[config.mk]
export PLATFORM = sky130hd
export DESIGN_NAME = mul5_recon_flat
export DESIGN_NICKNAME = d
export VERILOG_FILES = /design/src/rtl/cdiv_pkg.sv /design/src/rtl/mul5_recon_if.sv /design/src/rtl/mul5_chunk.sv /design/src/rtl/mul5_recon.sv /design/src/flat_wrapper.sv
export SDC_FILE = /design/constraint.sdc
export NUM_CORES = 1
export LEC_CHECK = 0
export ABC_CLOCK_PERIOD_IN_PS = 3200
export BUFFER_PORTS_ARGS = -buffer_cell sky130_fd_sc_hd__buf_4
export CORE_UTILIZATION = 55
export DETAILED_ROUTE_END_ITERATION = 8
export PLACE_DENSITY = 0.8
export SYNTH_ARGS = -nofsm -noshare
export SYNTH_HDL_FRONTEND = slang
export SYNTH_SLANG_ARGS = --single-unit
export TNS_END_PERCENT = 20
[constraint.sdc]
create_clock -name clk -period 3.2 [get_ports clk]
set_clock_uncertainty 0.1 [all_clocks]
set_input_delay 0.32 -clock clk [delete_from_list [all_inputs] [get_ports clk]]
set_output_delay 0.32 -clock clk [all_outputs]
set_load 0.05 [all_outputs]
[src/rtl/cdiv_pkg.sv]
// Shared constants, state encoding and chunk arithmetic for the constant-division
// datapath and its reconstruction (multiply-back) stage.
package cdiv_pkg;

    localparam int K_DIV   = 5;
    localparam int CHUNK_W = 4;
    localparam int CARRY_W = 3;

    typedef enum logic [1:0] {
        IDLE = 2'd0,
        RUN  = 2'd1,
        DONE = 2'd2
    } state_e;

    // Returns {carry, digit} of K_DIV*q_chunk + c; the largest value, 5*15+7 = 82, fits 7 bits.
    function automatic logic [CARRY_W+CHUNK_W-1:0] chunk_mac(
        input logic [CHUNK_W-1:0] q_chunk,
        input logic [CARRY_W-1:0] c
    );
        return (CARRY_W+CHUNK_W)'(K_DIV) * {{CARRY_W{1'b0}}, q_chunk}
             + {{CHUNK_W{1'b0}}, c};
    endfunction

endpackage

[src/rtl/mul5_recon_if.sv]
// Valid/ready bundle for the y = 5*q + r reconstruction stage.
interface mul5_recon_if #(
    parameter int W = 32
);
    logic         in_valid;
    logic         in_ready;
    logic [W-1:0] in_q;
    logic [2:0]   in_r;
    logic         out_valid;
    logic         out_ready;
    logic [W+2:0] out_y;
    logic         out_err;

    modport master (
        output in_valid, in_q, in_r, out_ready,
        input  in_ready, out_valid, out_y, out_err
    );

    modport slave (
        input  in_valid, in_q, in_r, out_ready,
        output in_ready, out_valid, out_y, out_err
    );
endinterface

[src/rtl/mul5_chunk.sv]
// Combinational digit step: p = 5*q_chunk + c split into a 4-bit output digit
// and a 3-bit carry into the next chunk.
module mul5_chunk
    import cdiv_pkg::*;
(
    input  logic [CHUNK_W-1:0] q_chunk_i,
    input  logic [CARRY_W-1:0] c_i,
    output logic [CHUNK_W-1:0] digit_o,
    output logic [CARRY_W-1:0] carry_o
);
    logic [CARRY_W+CHUNK_W-1:0] p;

    assign p                  = chunk_mac(q_chunk_i, c_i);
    assign {carry_o, digit_o} = p;
endmodule

[src/rtl/mul5_recon.sv]
// Digit-serial reconstruction y = 5*q + r: one 4-bit chunk of q per cycle, LSB first,
// digits entering the result register from the top; final carry forms y[W+2:W].
module mul5_recon
    import cdiv_pkg::*;
#(
    parameter int W  = 32,
    parameter int CW = 4,
    parameter int K  = 5
) (
    input  logic         clk,
    input  logic         rst_n,
    mul5_recon_if.slave  bus
);
    localparam int NCH   = W / CW;
    localparam int CNT_W = (NCH > 1) ? $clog2(NCH) : 1;

    // The chunk datapath is sized for the package constants only.
    if (CW != CHUNK_W || K != K_DIV || (W % CW) != 0) begin : g_bad_param
        $error("mul5_recon: unsupported W/CW/K combination");
    end

    state_e             state_q, state_d;
    logic               in_ready_q, in_ready_d;
    logic               out_valid_q, out_valid_d;
    logic [W-1:0]       q_sh_q;
    logic [W-1:0]       res_q;
    logic [CARRY_W-1:0] c_q;
    logic [CNT_W-1:0]   cnt_q;
    logic               err_q;

    logic               accept;
    logic               last;
    logic [CW-1:0]      digit;
    logic [CARRY_W-1:0] carry;

    assign accept = (state_q == IDLE) && bus.in_valid;
    assign last   = (cnt_q == CNT_W'(NCH - 1));

    mul5_chunk u_chunk (
        .q_chunk_i (q_sh_q[CW-1:0]),
        .c_i       (c_q),
        .digit_o   (digit),
        .carry_o   (carry)
    );

    always_ff @(posedge clk or negedge rst_n) begin
        if (!rst_n) begin
            state_q <= IDLE;
        end else begin
            state_q <= state_d;
        end
    end

    always_comb begin
        state_d = state_q;
        case (state_q)
            IDLE:    if (accept)        state_d = RUN;
            RUN:     if (last)          state_d = DONE;
            DONE:    if (bus.out_ready) state_d = IDLE;
            default:                    state_d = IDLE;
        endcase
    end

    // Handshake flags are decoded from the next state so they leave the block registered.
    always_comb begin
        in_ready_d  = (state_d == IDLE);
        out_valid_d = (state_d == DONE);
    end

    always_ff @(posedge clk or negedge rst_n) begin
        if (!rst_n) begin
            in_ready_q  <= 1'b1;
            out_valid_q <= 1'b0;
        end else begin
            in_ready_q  <= in_ready_d;
            out_valid_q <= out_valid_d;
        end
    end

    always_ff @(posedge clk or negedge rst_n) begin
        if (!rst_n) begin
            q_sh_q <= '0;
            res_q  <= '0;
            c_q    <= '0;
            cnt_q  <= '0;
            err_q  <= 1'b0;
        end else if (accept) begin
            q_sh_q <= bus.in_q;
            c_q    <= bus.in_r;
            cnt_q  <= '0;
            err_q  <= (bus.in_r >= 3'd5);
        end else if (state_q == RUN) begin
            q_sh_q <= q_sh_q >> CW;
            res_q  <= {digit, res_q[W-1:CW]};
            c_q    <= carry;
            cnt_q  <= cnt_q + 1'b1;
        end
    end

    assign bus.in_ready  = in_ready_q;
    assign bus.out_valid = out_valid_q;
    assign bus.out_y     = {c_q, res_q};
    assign bus.out_err   = err_q;
endmodule

[src/flat_wrapper.sv]
// flat-port wrapper written by rule: the top's interface ports become plain ports
module mul5_recon_flat import cdiv_pkg::*;
#(
    parameter int W  = 32,
    parameter int CW = 4,
    parameter int K  = 5
)
  (clk, rst_n, bus_in_valid, bus_in_q, bus_in_r, bus_out_ready, bus_in_ready, bus_out_valid, bus_out_y, bus_out_err);
  mul5_recon_if #(.W(W)) bus_i ();
  input  logic clk;
  input  logic rst_n;
  input wire logic [$bits(bus_i.in_valid)-1:0] bus_in_valid;
  input wire logic [$bits(bus_i.in_q)-1:0] bus_in_q;
  input wire logic [$bits(bus_i.in_r)-1:0] bus_in_r;
  input wire logic [$bits(bus_i.out_ready)-1:0] bus_out_ready;
  output wire logic [$bits(bus_i.in_ready)-1:0] bus_in_ready;
  output wire logic [$bits(bus_i.out_valid)-1:0] bus_out_valid;
  output wire logic [$bits(bus_i.out_y)-1:0] bus_out_y;
  output wire logic [$bits(bus_i.out_err)-1:0] bus_out_err;
  assign bus_i.in_valid = bus_in_valid;
  assign bus_i.in_q = bus_in_q;
  assign bus_i.in_r = bus_in_r;
  assign bus_i.out_ready = bus_out_ready;
  assign bus_in_ready = bus_i.in_ready;
  assign bus_out_valid = bus_i.out_valid;
  assign bus_out_y = bus_i.out_y;
  assign bus_out_err = bus_i.out_err;
  mul5_recon #(.W(W), .CW(CW), .K(K)) u_core (.clk(clk), .rst_n(rst_n), .bus(bus_i));
endmodule
==> metrics.txt, run 1 <==
# TYPE chip_impl_metric gauge
chip_impl_metric{name="number_of_antenna_repair_diodes",unit=""} 0
chip_impl_metric{name="viasPerCell",unit=""} 5.53
chip_impl_info{name="worst-setup-path-type",value="reg -> reg"} 1
chip_impl_metric{name="critical_path.max_fanout",unit=""} 4
chip_impl_metric{name="grt_first_pass_wirelength",unit="mm"} 13.0
chip_impl_metric{name="cts_max_level",unit=""} 3
chip_impl_metric{name="syn_nets",unit=""} 438
chip_impl_metric{name="slew-limit-headroom",unit="%"} 36.5
chip_impl_info{name="critPathSlowestCell",value="dfrtp_1"} 1
chip_impl_metric{name="post_cts.resized_instances",unit=""} 0
chip_impl_metric{name="cp_slowest_stage_delay",unit="ns"} 0.42
chip_impl_metric{name="detail_route.iter0.violations",unit=""} 145
chip_impl_metric{name="first_global_vias",unit=""} 2796
chip_impl_info{name="run_status",value="complete, but fails checks"} 1
chip_impl_metric{name="tritoncts.num_buffers",unit=""} 9
chip_impl_info{name="cts_root_buf",value="clkbuf_8"} 1
chip_impl_info{name="synth-main-ff-cell",value="dfrtp_1"} 1
chip_impl_info{name="hold_path_class",value="in -> async"} 1
chip_impl_metric{name="finalSetupViolCount",unit=""} 0
chip_impl_metric{name="die-area",unit="um2"} 7000
chip_impl_metric{name="maxClockFrequency",unit="MHz"} 433
chip_impl_metric{name="ys_seq_elements",unit=""} 75
chip_impl_metric{name="power-per-cell-area",unit="nW/um2"} 1050
chip_impl_metric{name="placement_rows",unit=""} 29
chip_impl_info{name="violations",value="hold timing"} 1
chip_impl_metric{name="final_antenna_net_count",unit=""} 0
chip_impl_metric{name="yosysSeqAreaShare",unit="%"} 51.2
chip_impl_metric{name="groute.layer.met2.usage",unit="%"} 37.0
chip_impl_metric{name="vdd_drop_max",unit="V"} 0.000763
chip_impl_metric{name="dr.pass1.iters",unit=""} 4
chip_impl_metric{name="timing.hold.ws",unit="ns"} -0.00128
chip_impl_metric{name="initial_core_util",unit="%"} 57.4
chip_impl_metric{name="grt_usage",unit="%"} 23.1
chip_impl_metric{name="clock_sink_count",unit=""} 75
chip_impl_metric{name="synth.cell_area",unit="um2"} 3670
chip_impl_metric{name="finalWeightedCongestion",unit=""} 0.921
chip_impl_metric{name="worstSkewPairLatency",unit="ns"} 0.34
chip_impl_metric{name="area_of_the_multi_input_gates",unit="um2"} 1640
chip_impl_metric{name="finalMaxSlewViolations",unit=""} 0
chip_impl_metric{name="power.leakage",unit="nW"} 2.20
chip_impl_metric{name="drc_errors",unit=""} 0
chip_impl_info{name="cpMostUsedCell",value="ha_1"} 1
chip_impl_metric{name="worstMarginPinSlew",unit="ns"} 0.952
chip_impl_metric{name="globalRouteMet3Util",unit="%"} 3.86
chip_impl_metric{name="globalRouteOverflowTotal",unit=""} 0
chip_impl_metric{name="synth.lib_cells_used.distinct",unit=""} 29
chip_impl_metric{name="syn-mean-instance-area",unit="um2"} 9.55
chip_impl_metric{name="path_clk_slew",unit="ns"} 0.07
chip_impl_metric{name="io_pins",unit=""} 77
chip_impl_metric{name="final_layout_size_suffix_gt1_share",unit="%"} 26.0
chip_impl_metric{name="numPortBuffers",unit=""} 76
chip_impl_metric{name="timing_hold_violations_final",unit=""} 3
chip_impl_metric{name="globalRouteMet1Util",unit="%"} 31.4
chip_impl_metric{name="wl_per_cell",unit="um"} 14.4
chip_impl_metric{name="buffer_levels_on_the_longest_clock_path",unit=""} 2
chip_impl_info{name="critical_path.startpoint_type",value="flip-flop"} 1
chip_impl_metric{name="postSynth.asyncResetShare",unit="%"} 100
chip_impl_metric{name="post-dp-hpwl",unit="mm"} 4.98
chip_impl_metric{name="cts_hold_repair.buffers",unit=""} 0
chip_impl_info{name="gr_busiest_metal",value="met2"} 1
chip_impl_info{name="rsz_0062_raised_after_global_routing",value="no"} 1
chip_impl_info{name="cell_by_cell_trace_of_the_critical_path",value="ha_1 > ha_1 > ha_1 > a21o_1 > a21oi_1 > nor2_1 > o32a_1"} 1
chip_impl_metric{name="drv_cap",unit=""} 0
chip_impl_metric{name="setup_total_negative_slack",unit="ns"} 0
chip_impl_metric{name="postRouteWirelength",unit="mm"} 7.65
chip_impl_metric{name="required_time_worst_endpoint",unit="ns"} 3.32
chip_impl_metric{name="postSynthCellCount",unit=""} 384
chip_impl_metric{name="fillerInstances",unit=""} 519
chip_impl_metric{name="die_width",unit="um"} 83.7
chip_impl_metric{name="antenna_found_initial",unit=""} 0
chip_impl_metric{name="grt_max_degree",unit=""} 76
chip_impl_info{name="setup.worst_path.end_class",value="flip-flop"} 1
chip_impl_metric{name="nNetsFinal",unit=""} 503
chip_impl_metric{name="core_area",unit="um2"} 6390
chip_impl_metric{name="final.min_clock_period",unit="ns"} 2.31
chip_impl_metric{name="post_cts_buffers",unit=""} 0
chip_impl_metric{name="final_clock_period_utilization_by_the_worst_path",unit="%"} 72.2
chip_impl_metric{name="area_delta_synth_final",unit="%"} 21.4
chip_impl_metric{name="report.power.total",unit="mW"} 4.66
chip_impl_info{name="cts_tree",value="built"} 1
chip_impl_metric{name="synth-edff-count",unit=""} 0
chip_impl_metric{name="dieHeight",unit="um"} 83.7
chip_impl_metric{name="cp_data_arrival_time",unit="ns"} 2.43
chip_impl_metric{name="yosys_warnings",unit=""} 0
chip_impl_metric{name="via_count",unit=""} 2937
chip_impl_metric{name="sequential_cell_area",unit="um2"} 1880
[path summary, 6_finish.rpt]
check | startpoint | to | slack [ns] | cells after the start
max | u_core.q_sh_q[0] | u_core.c_q[2] | 0.89 | 7
min | rst_n | u_core.res_q[14] | -0.001 | 1
max reg2reg | u_core.q_sh_q[0] | u_core.c_q[2] | 0.89 | 7
min reg2reg | u_core.res_q[3] | u_core.res_q[3] | 0.39 | 2
max in group asynchronous | rst_n | u_core.c_q[2] | 2.35 | 1
min in group clk | bus_in_q[17] | u_core.q_sh_q[17] | 0.13 | 3
[layer usage]
layer  up-vias  share of wire [%]
li1       1430                  -
met2        79                 49
met1      1420                 46
met3         8                4.2
met4         0                1.2
met5         -                  0
[cells in the mapped netlist (all sizes together) (2+ instances only)]
cell	instances	area, um2
a22o	2	17.5
nor2b	34	213
inv	3	11.3
nor3b	2	15.0
clkbuf	9	33.8
xor2	2	17.5
o21a	2	15.0
buf	18	121
a21o	3	22.5
a21oi	37	260
ha	14	175
a22oi	28	210
nand2b	3	18.8
nand2	99	372
o21ai	41	205
dfrtp	74	1850
nor2	6	22.5
[kinds of logic after synthesis]
kind of cell,Yosys count,share of synthesized area (%)
and+or+nand+nor,145,17.6
AOI/OAI and AO/OA,116,20.6
DFF,75,51.2
buffers and inverters,30,4.54
adders and majority gates,15,5.32
xor gates and xnor gates,3,0.716
[cells in the final DEF, fill, tap and decap left out, types with 2 or more instances in the layout]
cell	n
dfrtp_1	74
nor3b_1	2
buf_4	81
a22oi_1	28
nand2_1	99
ha_1	14
o21a_1	2
nor2b_4	2
a21oi_2	20
nor2b_1	32
clkbuf_1	2
a22o_1	2
nor2_1	6
a21oi_1	17
xor2_1	2
clkbuf_8	10
a21o_1	3
inv_1	3
o21ai_1	32
o21ai_0	9
bufinv_16	2
nand2b_1	3
[worst max-delay path, delay by kind of cell (launching register included)]
| kind | cells | cell delay (ns) |
|---|---|---|
| adder cells (fa/ha/maj) | 3 | 0.91 |
| AO/OA/AOI/OAI | 3 | 0.68 |
| flip-flops | 1 | 0.42 |
| AND/OR/NAND/NOR | 1 | 0.08 |
[registers in the layout (all words and copies together) (netlist names)]
| register | count |
|---|---|
| u_core.bus.out_valid | 1 |
| u_core.cnt_q | 3 |
| u_core.res_q | 32 |
| u_core.q_sh_q | 32 |
| u_core.state_q | 2 |
| u_core.bus.in_ready | 1 |
| u_core.c_q | 3 |
| u_core.bus.out_err | 1 |
[where the power goes]
part	switching (mW)	internal (mW)	total, mW
combinational	1.50	0.755	2.25
sequential	0.284	1.33	1.62
clock	0.332	0.461	0.793
[layout make-up]
class                      count  share of cell area (%)
inverter                       3                   0.253
clock buffer                  12                    3.26
timing repair buffer          81                    13.7
multi-input combinational    279                    36.8
clock inverter                 4                    1.66
sequential                    75                    42.2
tap                           77                    2.16
[stage by stage]
stage          instances  cell area, um2  worst slack, ns  hold slack [ns]  util (%)
2_1_floorplan        384            3670             1.01          -0.0756         -
3_3_place_gp         515            4230            0.959            0.359      66.3
3_5_place_dp         515            4230            0.901            0.380      66.3
4_1_cts              531            4450            0.883           0.0522      69.7
5_1_grt              531            4450            0.779           0.0991      69.7
6_report             531            4450            0.890         -0.00128      69.7
No activity file was read; power rests on OpenSTA's default activity.
==> run 2: changes to the inputs <==
--- a/config.mk
+++ b/config.mk
@@ -5,11 +5,12 @@
 export SDC_FILE = /design/constraint.sdc
 export NUM_CORES = 1
 export LEC_CHECK = 0
-export ABC_CLOCK_PERIOD_IN_PS = 3200
+export ABC_AREA = 1
+export ABC_CLOCK_PERIOD_IN_PS = 1900
 export BUFFER_PORTS_ARGS = -buffer_cell sky130_fd_sc_hd__buf_4
-export CORE_UTILIZATION = 55
+export CORE_UTILIZATION = 48
 export DETAILED_ROUTE_END_ITERATION = 8
-export PLACE_DENSITY = 0.8
+export PLACE_DENSITY = 0.75
 export SYNTH_ARGS = -nofsm -noshare
 export SYNTH_HDL_FRONTEND = slang
 export SYNTH_SLANG_ARGS = --single-unit
==> constraint.sdc (replaced) <==
create_clock -name clk -period 1.9 [get_ports clk]
set_clock_uncertainty 0.1 [all_clocks]
set_input_delay 0.19 -clock clk [delete_from_list [all_inputs] [get_ports clk]]
set_output_delay 0.19 -clock clk [all_outputs]
set_load 0.05 [all_outputs]
==> metrics.txt, run 2 <==
# TYPE chip_impl_metric gauge
chip_impl_info{name="run_status",value="complete, but fails checks"} 1
chip_impl_info{name="violations",value="setup timing"} 1
chip_impl_metric{name="cp_data_arrival_time",unit="ns"} 2.18
chip_impl_metric{name="tritoncts.num_buffers",unit=""} 9
chip_impl_metric{name="die-area",unit="um2"} 7290
chip_impl_metric{name="finalMaxSlewViolations",unit=""} 0
chip_impl_info{name="layout_common_cells",value="89 x nand2_1, 86 x buf_4, 72 x dfrtp_1"} 1
chip_impl_info{name="cpMostUsedCell",value="nand2_1"} 1
chip_impl_info{name="synth-main-ff-cell",value="dfrtp_1"} 1
chip_impl_metric{name="worst_slack_setup_final",unit="ns"} -0.144
chip_impl_metric{name="final_layout_size_suffix_gt1_share",unit="%"} 26.7
chip_impl_metric{name="first_global_vias",unit=""} 2754
chip_impl_metric{name="core_area",unit="um2"} 6760
chip_impl_metric{name="path_clk_slew",unit="ns"} 0.08
chip_impl_metric{name="grt_first_pass_wirelength",unit="mm"} 12.4
chip_impl_info{name="synth_area_leader_cell",value="dfrtp_1"} 1
chip_impl_info{name="synth_top_cells_by_area",value="dfrtp_1 55%, nand2_1 10%, o221ai_1 6.3%"} 1
chip_impl_metric{name="wl_per_cell",unit="um"} 13.8
chip_impl_metric{name="area_of_the_multi_input_gates",unit="um2"} 1220
chip_impl_metric{name="area_delta_synth_final",unit="%"} 38.6
chip_impl_metric{name="number_of_antenna_repair_diodes",unit=""} 0
chip_impl_metric{name="final_clock_period_utilization_by_the_worst_path",unit="%"} 108
chip_impl_metric{name="numPortBuffers",unit=""} 76
chip_impl_info{name="cell_by_cell_trace_of_the_critical_path",value="buf_6 > ha_4 > ha_4 > inv_2 > fa_2 > inv_2 > nand2_2 > nand2_2 > nand2_1 > nand2_1 > nand3_1 > nand2_1 > nand2_1"} 1
chip_impl_metric{name="clock_sink_count",unit=""} 75
chip_impl_metric{name="drc_errors",unit=""} 0
chip_impl_metric{name="antenna_found_initial",unit=""} 0
chip_impl_metric{name="setup_total_negative_slack",unit="ns"} -0.144
chip_impl_info{name="most_frequent_cells_after_synthesis",value="92 x nand2_1, 74 x dfrtp_1, 53 x inv_1"} 1
chip_impl_metric{name="final_antenna_net_count",unit=""} 0
chip_impl_metric{name="placement_rows",unit=""} 30
chip_impl_metric{name="synth-edff-count",unit=""} 0
chip_impl_info{name="setup.worst_path.end_class",value="flip-flop"} 1
chip_impl_info{name="rsz_0062_raised_after_global_routing",value="yes"} 1
chip_impl_info{name="cts_root_buf",value="clkbuf_8"} 1
chip_impl_info{name="largestRegisters",value="u_core.q_sh_q: 32 flops, u_core.res_q: 32 flops"} 1
chip_impl_metric{name="vdd_drop_max",unit="V"} 0.000819
chip_impl_metric{name="post-dp-hpwl",unit="mm"} 4.66
chip_impl_metric{name="yosysSeqAreaShare",unit="%"} 56.3
chip_impl_metric{name="io_pins",unit=""} 77
chip_impl_metric{name="grt_usage",unit="%"} 22.1
chip_impl_metric{name="synth.top_cell.area_share",unit="%"} 55.5
chip_impl_metric{name="dieHeight",unit="um"} 85.4
chip_impl_info{name="timing.critical_path.max_delay_family",value="adder cells"} 1
chip_impl_metric{name="ys_seq_elements",unit=""} 75
chip_impl_metric{name="crit_buf_inv",unit=""} 3
chip_impl_metric{name="fillerInstances",unit=""} 528
chip_impl_info{name="hold_path_class",value="in -> reg"} 1
chip_impl_metric{name="power.leakage",unit="nW"} 2.27
chip_impl_metric{name="die_width",unit="um"} 85.4
chip_impl_metric{name="postSynthCellCount",unit=""} 347
chip_impl_info{name="layout.cells.most_common",value="nand2_1"} 1
chip_impl_info{name="cts_tree",value="built"} 1
chip_impl_metric{name="finalWeightedCongestion",unit=""} 0.793
chip_impl_metric{name="timing.hold.ws",unit="ns"} 0.0375
chip_impl_metric{name="dr.pass1.iters",unit=""} 4
chip_impl_info{name="worst-setup-path-type",value="reg -> reg"} 1
chip_impl_metric{name="grt_max_degree",unit=""} 51
chip_impl_metric{name="slew-limit-headroom",unit="%"} 58.5
chip_impl_metric{name="maxClockFrequency",unit="MHz"} 489
chip_impl_metric{name="syn_nets",unit=""} 401
chip_impl_metric{name="drv_cap",unit=""} 0
chip_impl_metric{name="postSynth.asyncResetShare",unit="%"} 100
chip_impl_metric{name="postRouteWirelength",unit="mm"} 7.58
chip_impl_metric{name="syn-mean-instance-area",unit="um2"} 9.62
chip_impl_metric{name="nNetsFinal",unit=""} 517
chip_impl_metric{name="detail_route.iter0.violations",unit=""} 141
chip_impl_info{name="critical_path.startpoint_type",value="flip-flop"} 1
chip_impl_info{name="yosysMostFrequentCell",value="nand2_1"} 1
chip_impl_metric{name="initial_core_util",unit="%"} 49.4
chip_impl_metric{name="via_count",unit=""} 2795
chip_impl_metric{name="finalSetupViolCount",unit=""} 2
chip_impl_metric{name="yosys_warnings",unit=""} 0
chip_impl_metric{name="viasPerCell",unit=""} 5.10
chip_impl_metric{name="worstSkewPairLatency",unit="ns"} 0.34
chip_impl_metric{name="synth.lib_cells_used.distinct",unit=""} 25
chip_impl_metric{name="globalRouteOverflowTotal",unit=""} 0
chip_impl_metric{name="worstMarginPinSlew",unit="ns"} 0.622
chip_impl_metric{name="buffer_levels_on_the_longest_clock_path",unit=""} 2
chip_impl_metric{name="power-per-cell-area",unit="nW/um2"} 1800
chip_impl_metric{name="cts_max_level",unit=""} 3
chip_impl_metric{name="critical_path.max_fanout",unit=""} 2
chip_impl_metric{name="sequential_cell_area",unit="um2"} 1880
chip_impl_metric{name="postLayoutCellArea",unit="um2"} 4630
chip_impl_metric{name="synth.cell_area",unit="um2"} 3340
chip_impl_metric{name="final.min_clock_period",unit="ns"} 2.04
chip_impl_metric{name="required_time_worst_endpoint",unit="ns"} 2.03
chip_impl_metric{name="timing_hold_violations_final",unit=""} 0
chip_impl_info{name="critPathSlowestCell",value="dfrtp_1"} 1
chip_impl_metric{name="cp_slowest_stage_delay",unit="ns"} 0.40
chip_impl_metric{name="placed_area",unit="um2"} 4000
==> run 2: changes by cell type after synthesis, sizes merged, moves of 5 or more <==
| cell | delta |
|---|---|
| nor2b | -34 |
| a22oi | -28 |
| nor2 | +6 |
| o221ai | +24 |
| nand2 | -5 |
| clkbuf | -7 |
| inv | +53 |
| a21oi | -34 |
==> run 2: area by class of cell <==
| type | count | area share, % |
|---|---|---|
| Clock inverter | 4 | 1.60 |
| Timing Repair Buffer | 121 | 21.5 |
| Sequential cell | 75 | 40.6 |
| Multi-Input combinational cell | 200 | 26.3 |
| Inverter | 56 | 4.65 |
| Clock buffer | 12 | 3.14 |
| Tap cell | 80 | 2.16 |
==> run 2: kinds of logic after synthesis <==
| kind of cell | count (synthesis) | synth area share (%) |
|---|---|---|
| AOI/OAI and AO/OA | 72 | 14.2 |
| adders and majority gates | 15 | 5.85 |
| DFF | 75 | 56.3 |
| buffers and inverters | 72 | 9.86 |
| and+or+nand+nor | 113 | 13.9 |
==> run 2: power breakdown <==
group	switching, mW	internal (mW)	leakage [nW]	total [mW]
sequential	0.355	2.26	0.958	2.62
combinational	2.86	1.50	1.20	4.36
clock	0.578	0.778	0.111	1.36
==> run 2: timing repair <==
action | CTS | global route
endpoints found under the setup margin | 4 | 4
pin swaps | 1 | 1
hold endpoints to repair | 81 | 0
resized for setup | 6 | 5
gates cloned | 0 | 0
hold buffers | 34 | 0
setup buffers | 1 | 0
==> run 2: worst register-to-register path, stage by stage, from the launching register on <==
cell and delay [ns]:
dfrtp_1 0.40, buf_6 0.13, ha_4 0.26, ha_4 0.12, inv_2 0.04, fa_2 0.40
inv_2 0.08, nand2_2 0.07, nand2_2 0.08, nand2_1 0.05, nand2_1 0.05, nand3_1 0.06
nand2_1 0.06, nand2_1 0.05
==> run 2: final timing paths <==
| kind | startpoint | cells past startpoint | slack [ns] | end |
|---|---|---|---|---|
| worst max-delay path | u_core.q_sh_q[1] | 13 | -0.14 | u_core.c_q[1] |
| worst min-delay path | bus_in_r[2] | 3 | 0.04 | u_core.bus.out_err |
| worst max register to register | u_core.q_sh_q[1] | 13 | -0.14 | u_core.c_q[1] |
| worst min register to register | u_core.bus.out_err | 2 | 0.39 | u_core.bus.out_err |
| max in group asynchronous | rst_n | 3 | 0.72 | u_core.res_q[23] |
| min in group asynchronous | rst_n | 2 | 0.31 | u_core.res_q[4] |
==> run 2: layer usage <==
metal  track usage, %  share of wire, %  vias up
met5                0                 0        -
met4             13.5               3.2        0
met3             3.40               3.3       23
met2             36.1                49       72
met1             28.0                44     1338
li1                 -                 -     1362
==> run 2: metrics by stage <==
step                power (mW)  util [%]  std cells  worst slack [ns]
detailed placement        6.70      59.2        497            -0.122
global route              8.89      68.5        548            -0.201
global placement          6.59      59.2        497           -0.0990
CTS                       8.28      68.2        548           -0.0784
finish                    8.33      68.5        548            -0.144
floorplan                 5.61         -        347           -0.0642
